$ cat config.mk
export PLATFORM = sky130hd
export DESIGN_NAME = upsp_frame_ctrl_flat
export DESIGN_NICKNAME = d
export VERILOG_FILES = /design/src/rtl/upsp_frame_ctrl_if.sv /design/src/rtl/upsp_frame_ctrl.sv /design/src/flat_wrapper.sv
export SDC_FILE = /design/constraint.sdc
export NUM_CORES = 1
export LEC_CHECK = 0
export ABC_AREA = 1
export CAP_MARGIN = 20
export CORE_MARGIN = 3
export CORE_UTILIZATION = 35
export CTS_BUF_LIST = sky130_fd_sc_hd__clkbuf_16
export DETAILED_ROUTE_END_ITERATION = 10
export GPL_ROUTABILITY_DRIVEN = 0
export SETUP_SLACK_MARGIN = 0.02
export SKIP_CTS_REPAIR_TIMING = 1
export SYNTH_ARGS = -nofsm -noshare
export SYNTH_HDL_FRONTEND = slang
export SYNTH_SLANG_ARGS = --single-unit
$ cat constraint.sdc
create_clock -name clk -period 4.5 [get_ports clk]
set_input_delay 1.125 -clock clk [delete_from_list [all_inputs] [get_ports clk]]
set_output_delay 1.125 -clock clk [all_outputs]
set_load 0.01 [all_outputs]
$ cat src/rtl/upsp_frame_ctrl_if.sv
// upsp_frame_ctrl_if
//   Bundles the frame sequencer's request/stream/done inputs and its
//   pulse/counter/status outputs.
//   master : configuration + stream side (drives requests, beats, done flags)
//   slave  : upsp_frame_ctrl (drives pulses, counters, status)
interface upsp_frame_ctrl_if #(
    parameter int N_PARALLEL     = 2,
    parameter int CRF_DATA_WIDTH = 32,
    parameter int SRC_IMG_HEIGHT = 1080
);
    localparam int ROW_W = $clog2(SRC_IMG_HEIGHT + 1);

    logic                      cfg_start;
    logic                      cfg_abort;
    logic                      in_hsk;
    logic                      in_tlast;
    logic [N_PARALLEL-1:0]     upsp_done;
    logic                      up_start;
    logic                      up_end;
    logic [CRF_DATA_WIDTH-1:0] up_inhskcnt;
    logic [ROW_W-1:0]          row_cnt;
    logic                      busy;
    logic                      irq_done;
    logic [3:0]                status;

    modport master (
        output cfg_start, cfg_abort, in_hsk, in_tlast, upsp_done,
        input  up_start, up_end, up_inhskcnt, row_cnt, busy, irq_done, status
    );

    modport slave (
        input  cfg_start, cfg_abort, in_hsk, in_tlast, upsp_done,
        output up_start, up_end, up_inhskcnt, row_cnt, busy, irq_done, status
    );
endinterface

$ cat src/rtl/upsp_frame_ctrl.sv
// upsp_frame_ctrl
//   Frame-level sequencer for the AXI-Stream input path into Up-Sampling.
//   Turns start/abort requests into one-cycle UPSTART/UPEND pulses, counts
//   accepted input beats, checks tlast row alignment and gathers the
//   per-element done flags before closing the frame.
// Ports
//   clk, rst_n (async, active-low)
//   bus.slave : cfg_start, cfg_abort, in_hsk, in_tlast, upsp_done  (in)
//               up_start, up_end, up_inhskcnt, row_cnt, busy,
//               irq_done, status = {aborted, err_stray, err_tlast, frame_ok}
module upsp_frame_ctrl #(
    parameter int SRC_IMG_WIDTH  = 1920,
    parameter int SRC_IMG_HEIGHT = 1080,
    parameter int N_PARALLEL     = 2,
    parameter int CRF_DATA_WIDTH = 32
) (
    input  logic             clk,
    input  logic             rst_n,
    upsp_frame_ctrl_if.slave bus
);
    localparam int ROW_W = $clog2(SRC_IMG_HEIGHT + 1);
    localparam int COL_W = (SRC_IMG_WIDTH > 1) ? $clog2(SRC_IMG_WIDTH) : 1;
    localparam logic [COL_W-1:0]          COL_LAST = COL_W'(SRC_IMG_WIDTH - 1);
    localparam logic [CRF_DATA_WIDTH-1:0] PIX_M1   =
        CRF_DATA_WIDTH'(SRC_IMG_WIDTH * SRC_IMG_HEIGHT - 1);

    typedef enum logic [2:0] {
        S_IDLE   = 3'd0,
        S_START  = 3'd1,
        S_STREAM = 3'd2,
        S_DRAIN  = 3'd3,
        S_END    = 3'd4
    } state_e;

    state_e                    state_q;
    logic                      up_start_q, up_end_q, irq_done_q, busy_q;
    logic [CRF_DATA_WIDTH-1:0] cnt_q;
    logic [ROW_W-1:0]          row_q;
    logic [COL_W-1:0]          col_q;
    logic [N_PARALLEL-1:0]     done_seen_q;
    logic                      aborted_q, err_stray_q, err_tlast_q, frame_ok_q;

    logic col_at_last;
    logic done_all;

    assign col_at_last = (col_q == COL_LAST);
    // Include this cycle's done flags so UPEND follows the last done by
    // exactly one cycle instead of waiting for done_seen to register first.
    assign done_all    = &(done_seen_q | bus.upsp_done);

    always_ff @(posedge clk or negedge rst_n) begin
        if (!rst_n) begin
            state_q     <= S_IDLE;
            up_start_q  <= 1'b0;
            up_end_q    <= 1'b0;
            irq_done_q  <= 1'b0;
            busy_q      <= 1'b0;
            cnt_q       <= '0;
            row_q       <= '0;
            col_q       <= '0;
            done_seen_q <= '0;
            aborted_q   <= 1'b0;
            err_stray_q <= 1'b0;
            err_tlast_q <= 1'b0;
            frame_ok_q  <= 1'b0;
        end else begin
            up_start_q <= 1'b0;
            up_end_q   <= 1'b0;
            irq_done_q <= 1'b0;

            if (state_q == S_STREAM || state_q == S_DRAIN)
                done_seen_q <= done_seen_q | bus.upsp_done;

            case (state_q)
                S_IDLE: begin
                    // Start wins over a simultaneous abort; abort alone is a no-op.
                    if (bus.cfg_start) begin
                        state_q     <= S_START;
                        up_start_q  <= 1'b1;
                        busy_q      <= 1'b1;
                        cnt_q       <= '0;
                        row_q       <= '0;
                        col_q       <= '0;
                        done_seen_q <= '0;
                        aborted_q   <= 1'b0;
                        err_stray_q <= 1'b0;
                        err_tlast_q <= 1'b0;
                        frame_ok_q  <= 1'b0;
                    end
                end
                S_START: begin
                    if (bus.cfg_abort) begin
                        state_q    <= S_END;
                        aborted_q  <= 1'b1;
                        up_end_q   <= 1'b1;
                        irq_done_q <= 1'b1;
                    end else begin
                        state_q <= S_STREAM;
                    end
                end
                S_STREAM: begin
                    if (bus.in_hsk) begin
                        if (cnt_q != '1)
                            cnt_q <= cnt_q + CRF_DATA_WIDTH'(1);
                        if (col_at_last) begin
                            col_q <= '0;
                            row_q <= row_q + ROW_W'(1);
                        end else begin
                            col_q <= col_q + COL_W'(1);
                        end
                        // tlast must coincide exactly with the last column.
                        if (bus.in_tlast != col_at_last)
                            err_tlast_q <= 1'b1;
                    end
                    if (bus.cfg_abort) begin
                        state_q    <= S_END;
                        aborted_q  <= 1'b1;
                        up_end_q   <= 1'b1;
                        irq_done_q <= 1'b1;
                    end else if (bus.in_hsk && cnt_q == PIX_M1) begin
                        state_q <= S_DRAIN;
                    end
                end
                S_DRAIN: begin
                    if (bus.cfg_abort) begin
                        state_q    <= S_END;
                        aborted_q  <= 1'b1;
                        up_end_q   <= 1'b1;
                        irq_done_q <= 1'b1;
                    end else if (done_all) begin
                        state_q    <= S_END;
                        up_end_q   <= 1'b1;
                        irq_done_q <= 1'b1;
                    end
                end
                S_END: begin
                    state_q <= S_IDLE;
                    busy_q  <= 1'b0;
                    // A stray beat landing in this very cycle also spoils the frame.
                    if (!aborted_q && !err_stray_q && !err_tlast_q && !bus.in_hsk)
                        frame_ok_q <= 1'b1;
                end
                default: begin
                    state_q <= S_IDLE;
                    busy_q  <= 1'b0;
                end
            endcase

            // Placed after the case so a beat alongside an accepted start
            // is still recorded rather than wiped by the status clear.
            if (bus.in_hsk && state_q != S_STREAM)
                err_stray_q <= 1'b1;
        end
    end

    assign bus.up_start    = up_start_q;
    assign bus.up_end      = up_end_q;
    assign bus.irq_done    = irq_done_q;
    assign bus.busy        = busy_q;
    assign bus.up_inhskcnt = cnt_q;
    assign bus.row_cnt     = row_q;
    assign bus.status      = {aborted_q, err_stray_q, err_tlast_q, frame_ok_q};
endmodule

$ cat src/flat_wrapper.sv
// flat-port wrapper written by rule: the top's interface ports become plain ports
module upsp_frame_ctrl_flat 
#(
    parameter int SRC_IMG_WIDTH  = 1920,
    parameter int SRC_IMG_HEIGHT = 1080,
    parameter int N_PARALLEL     = 2,
    parameter int CRF_DATA_WIDTH = 32
)
  (clk, rst_n, bus_cfg_start, bus_cfg_abort, bus_in_hsk, bus_in_tlast, bus_upsp_done, bus_up_start, bus_up_end, bus_up_inhskcnt, bus_row_cnt, bus_busy, bus_irq_done, bus_status);
  upsp_frame_ctrl_if #(.N_PARALLEL(N_PARALLEL), .CRF_DATA_WIDTH(CRF_DATA_WIDTH), .SRC_IMG_HEIGHT(SRC_IMG_HEIGHT)) bus_i ();
  input  logic clk;
  input  logic rst_n;
  input wire logic [$bits(bus_i.cfg_start)-1:0] bus_cfg_start;
  input wire logic [$bits(bus_i.cfg_abort)-1:0] bus_cfg_abort;
  input wire logic [$bits(bus_i.in_hsk)-1:0] bus_in_hsk;
  input wire logic [$bits(bus_i.in_tlast)-1:0] bus_in_tlast;
  input wire logic [$bits(bus_i.upsp_done)-1:0] bus_upsp_done;
  output wire logic [$bits(bus_i.up_start)-1:0] bus_up_start;
  output wire logic [$bits(bus_i.up_end)-1:0] bus_up_end;
  output wire logic [$bits(bus_i.up_inhskcnt)-1:0] bus_up_inhskcnt;
  output wire logic [$bits(bus_i.row_cnt)-1:0] bus_row_cnt;
  output wire logic [$bits(bus_i.busy)-1:0] bus_busy;
  output wire logic [$bits(bus_i.irq_done)-1:0] bus_irq_done;
  output wire logic [$bits(bus_i.status)-1:0] bus_status;
  assign bus_i.cfg_start = bus_cfg_start;
  assign bus_i.cfg_abort = bus_cfg_abort;
  assign bus_i.in_hsk = bus_in_hsk;
  assign bus_i.in_tlast = bus_in_tlast;
  assign bus_i.upsp_done = bus_upsp_done;
  assign bus_up_start = bus_i.up_start;
  assign bus_up_end = bus_i.up_end;
  assign bus_up_inhskcnt = bus_i.up_inhskcnt;
  assign bus_row_cnt = bus_i.row_cnt;
  assign bus_busy = bus_i.busy;
  assign bus_irq_done = bus_i.irq_done;
  assign bus_status = bus_i.status;
  upsp_frame_ctrl #(.SRC_IMG_WIDTH(SRC_IMG_WIDTH), .SRC_IMG_HEIGHT(SRC_IMG_HEIGHT), .N_PARALLEL(N_PARALLEL), .CRF_DATA_WIDTH(CRF_DATA_WIDTH)) u_core (.clk(clk), .rst_n(rst_n), .bus(bus_i));
endmodule
[Yosys cells after proc, flatten, opt, wreduce, memory -nomap -nowiden]
Cells that the tools add are included.
Storage, ports and cells
  register bits: 66
  output and inout bits: 51
  word-level logic and storage cells: 102
Cells by class
  $add $sub $neg: 3
  equal/unequal tests: 18
  muxes and demuxes: 39
  bitwise logic cells: 2
  reductions and logical operators: 28
Operator list (count)
  $mux 32: 3
  $pmux 32 s2: 1
  $mux 11: 5
  $pmux 11 s2: 2
  $add 32x1->32 const B: 1
  $eq 32x21->1 const B: 1
  $ne 32x32->1 const B: 1
  $add 11x1->11 const B: 2
  $mux 3: 6
  $mux 1: 13
  $pmux 3 s4: 1
  $reduce_and 3->1: 4
  $reduce_and 4->1: 3
  $eq 11x11->1 const B: 1
  $pmux 1 s2: 5
  $reduce_bool 2->1: 5
  $ne 2x2->1 const B: 4
  $eq 3x2->1 const B: 2
  $mux 2: 3
  $ne 2x1->1 const B: 3
  $ne 3x2->1 const B: 2
  $reduce_and 2->1: 3
  $logic_and 1x1->1: 5
  $logic_not 1->1: 4
  other kinds (10): 10

[Logic depth before layout (Yosys ltp)]
  depth after elaboration: 6
  mapped depth: 12

[Least setup slack after synthesis]
Ideal clock, no wire load.
  path type: in2reg
  start: input port bus_cfg_start
  end: register u_core.col_q[10]
  setup time: 0.121 ns
  arrival time: 1.731 ns
  required time: 4.379 ns
  setup slack: 2.648 ns
  cell stages on the path: 6
  buffers on the path: 1
  path through: nand2_2 -> nand2_4 -> buf_4 -> o21ai_0 -> a21oi_1 -> a21oi_1
On the way
  cells in the longest elaborated chain, start to end: 2
RTL lines
  start, declared: RTL line flat_wrapper.sv:13  | input wire logic [$bits(bus_i.cfg_start)-1:0] bus_cfg_start;
  $ne 2x2->1 (no source line)
  $reduce_and 3->1 (no source line)
  end signal, assigned: RTL line upsp_frame_ctrl.sv:109  | col_q <= col_q + COL_W'(1);
  end, declared: RTL line upsp_frame_ctrl.sv:39  | logic [COL_W-1:0] col_q;
No other way between the ends.
A chain may end at the register's enable or synchronous reset.

[Final worst setup path]
  start: register u_core.cnt_q[28] (netlist: u_core.bus.up_inhskcnt[28])
  end: output port bus_up_inhskcnt[28]
RTL lines
  start, declared: RTL line upsp_frame_ctrl.sv:37  | logic [CRF_DATA_WIDTH-1:0] cnt_q;
  start signal, assigned: RTL line upsp_frame_ctrl.sv:104  | cnt_q <= cnt_q + CRF_DATA_WIDTH'(1);
  end, declared: RTL line flat_wrapper.sv:20  | output wire logic [$bits(bus_i.up_inhskcnt)-1:0] bus_up_inhskcnt;
No word-level cell between the ends.

==> flow_metrics.py <==
metrics = {
    "outcome": {
        "status": "complete, no violations",
    },
    "detailed_routing": {
        "routed_wl_mm": 10.5,
        "vias": 3903,
        "ant_nets": 0,
        "first_pass_iters": 4,
        "via_per_inst": 4.85,
        "drt-initial-drc-count": 209,
        "drc": 0,
        "wl_per_cell_um": 13.1,
    },
    "global_routing": {
        "grt_use_met3_pct": 4.02,
        "grt_use_met1_pct": 22.7,
        "antenna_found_initial": 0,
        "top_usage_layer": "met2",
        "grt_pass1_wl_mm": 18.1,
        "grt_pass1_vias": 3760,
        "grt_max_degree": 42,
        "grtUsageMet2_pct": 26.8,
        "grtUsageTotal_pct": 16.9,
        "grt_overflow": 0,
    },
    "clock_tree": {
        "clkTransAtPathRegs_ps": 60,
        "cts_tree": "built",
        "clock_sinks": 66,
        "clk_path_buf_depth": 2,
        "cts_htree_levels": 3,
        "clk_latency_ps": 330,
        "cts_root_buffer": "clkbuf_16",
        "cts_made_buffers": 9,
    },
    "setup_path": {
        "critical-path-max-stage-delay_ps": 600,
        "crit_type": "reg2out",
        "cpLargestDelayFamily": "buffers and inverters",
        "crit_path_start": "u_core.bus.up_inhskcnt[28]",
        "end_kind": "primary output",
        "path_cells": "clkdlybuf4s50_1",
        "r2r-end": "u_core.bus.up_inhskcnt[7]",
        "start_kind": "flop",
        "r2r_slack_ps": 2240,
        "crit_required_ps": 3380,
        "path_buf_inv": 1,
        "reg2regPathDepth": 10,
        "worstPathMaxFanout": 8,
        "r2r_start": "u_core.bus.up_inhskcnt[0]",
        "arrival_ps": 1440,
        "cp_slowest_cell": "clkdlybuf4s50_1",
    },
    "placement": {
        "port_buffers": 58,
        "dp_hpwl_mm": 7.86,
        "dp_slack_ps": 1730,
        "numPlacedInstances": 788,
    },
    "timing": {
        "rsz0062_at_grt": "false",
        "setup_tns_ps": 0,
        "setup_viol": 0,
        "drv_slew": 0,
        "hold_violations": 0,
        "tightestPinTransition_ps": 788,
        "fin_crit_ps": 2560,
        "worst_slack_ps": 1940,
        "period_share_pct": 56.9,
        "clock_skew_ps": 5.72,
        "max_freq_ghz": 0.391,
        "relSlewSlack_pct": 47.5,
    },
    "layout": {
        "post-route-util_pct": 44.6,
        "n_antenna_cell": 0,
        "layout_commonest_cell": "nand2_1",
        "fin_nets": 667,
        "layout.cells.non_filler": 804,
        "drive_gt1_share_pct": 9.68,
        "mostFrequentLayoutCells": "206 x nand2_1, 74 x nor2_1, 66 x inv_1, 66 x dfrtp_1, 57 x clkdlybuf4s50_1",
        "synthToLayoutAreaGrowth_pct": 22.9,
    },
    "synth": {
        "yosys_warnings": 0,
        "synthArstFlopShare_pct": 100,
        "ys_seq_elements": 66,
        "synth_cell_types": 36,
        "syn_area_per_cell_um2": 7.02,
        "yosys-top-cells-area": "dfrtp_1 39%, nand2_1 18%, nor2_1 6.6%",
        "syn-num-nets": 612,
        "synth-main-ff-cell": "dfrtp_1",
        "seq_area_frac_synth_pct": 39.2,
        "syn_area_mm2": 0.00422,
        "synth_top_area_cell": "dfrtp_1",
        "synth_cells": 601,
        "synth-edff-count": 0,
        "synth_top_area_share_pct": 39.2,
    },
    "floorplan": {
        "core_mm2": 0.0116,
        "die_h_um": 116,
        "chipWidth_um": 116,
        "die_area_mm2": 0.0134,
        "ios": 59,
        "rows": 39,
        "initial_core_util_pct": 36.3,
    },
    "pwr": {
        "power_density_mw_per_mm2": 383,
        "p_leak_uw": 0.00218,
        "irDropWorstVdd_mv": 0.181,
    },
    "flow_run": {
        "drv_cap": 0,
    },
    "hold_path": {
        "hold_path_end": "u_core.frame_ok_q",
        "whs_path_depth": 2,
        "hold_class": "reg2reg",
        "hold_start": "u_core.frame_ok_q",
    },
}
through the flow:
stage	hold slack (ps)	power (uW)	instance area [um2]
final	480	1990	5180
after global routing	508	2110	5180
after global placement	465	1190	4840
after floorplan	448	1110	4220
after detailed placement	471	1200	4840
after CTS	488	2010	5180
layout make-up:
type | count | area (um2)
Clock buffer | 9 | 225
Clock inverter | 7 | 116
Fill cell | 1193 | 6430
Inverter | 70 | 263
Multi-Input combinational cell | 448 | 2150
Sequential cell | 66 | 1650
Tap cell | 143 | 179
Timing Repair Buffer | 61 | 598
cell families after synthesis:
kind of cell               after synthesis  synth area share [%]
and+or+nand+nor                        364                  36.3
buffers and inverters                   87                  9.82
DFF                                     66                  39.2
AOI/OAI and AO/OA                       64                  10.3
xor gates and xnor gates                17                  3.53
adders and majority gates                3                 0.890
sequential cells by signal, summed over array words and instances (netlist names):
register	cells
u_core.aborted_q	1
u_core.bus.busy	1
u_core.bus.row_cnt	11
u_core.bus.up_end	1
u_core.bus.up_inhskcnt	32
u_core.bus.up_start	1
u_core.col_q	11
u_core.done_seen_q	2
u_core.err_stray_q	1
u_core.err_tlast_q	1
u_core.frame_ok_q	1
u_core.state_q	3
how the worst max path moves through the flow:
stage / slack [ps] / endpoint / cells after the start
after CTS: 1920 / bus_up_inhskcnt[26] / 1
after detailed placement: 1730 / u_core.bus.row_cnt[0] / 7
after global routing: 1880 / bus_up_inhskcnt[28] / 1
after global placement: 1810 / u_core.bus.up_inhskcnt[11] / 7
after floorplan: 2650 / u_core.col_q[10] / 6
final: 1940 / bus_up_inhskcnt[28] / 1
synth_stat cells, types with 2 or more instances:
cell,n
a21oi_1,7
buf_2,3
buf_4,8
buf_6,2
buf_8,2
dfrtp_1,66
ha_1,3
inv_1,66
inv_2,4
nand2_1,206
nand2_2,2
nand2_4,2
nand3_1,43
nand3_2,2
nand3b_1,2
nand4_1,8
nor2_1,74
nor2_2,3
nor3_1,16
o21ai_0,21
o21ai_1,4
o21ai_2,26
or2_2,3
xnor2_1,5
xor2_1,12
where the power goes:
part / switching (uW) / leakage [uW] / internal [uW]
logic: 321 / 0.00111 / 154
registers: 55.3 / 0.000905 / 654
clock network: 263 / 0.000166 / 541
total: 639 / 0.00218 / 1350
per-layer routing:
metal / routed length (um) / up-vias
li1: - / 2000
met1: 4910 / 1797
met2: 4900 / 89
met3: 502 / 17
met4: 194 / 0
met5: 0 / -
No activity file was read; power rests on OpenSTA's default activity.
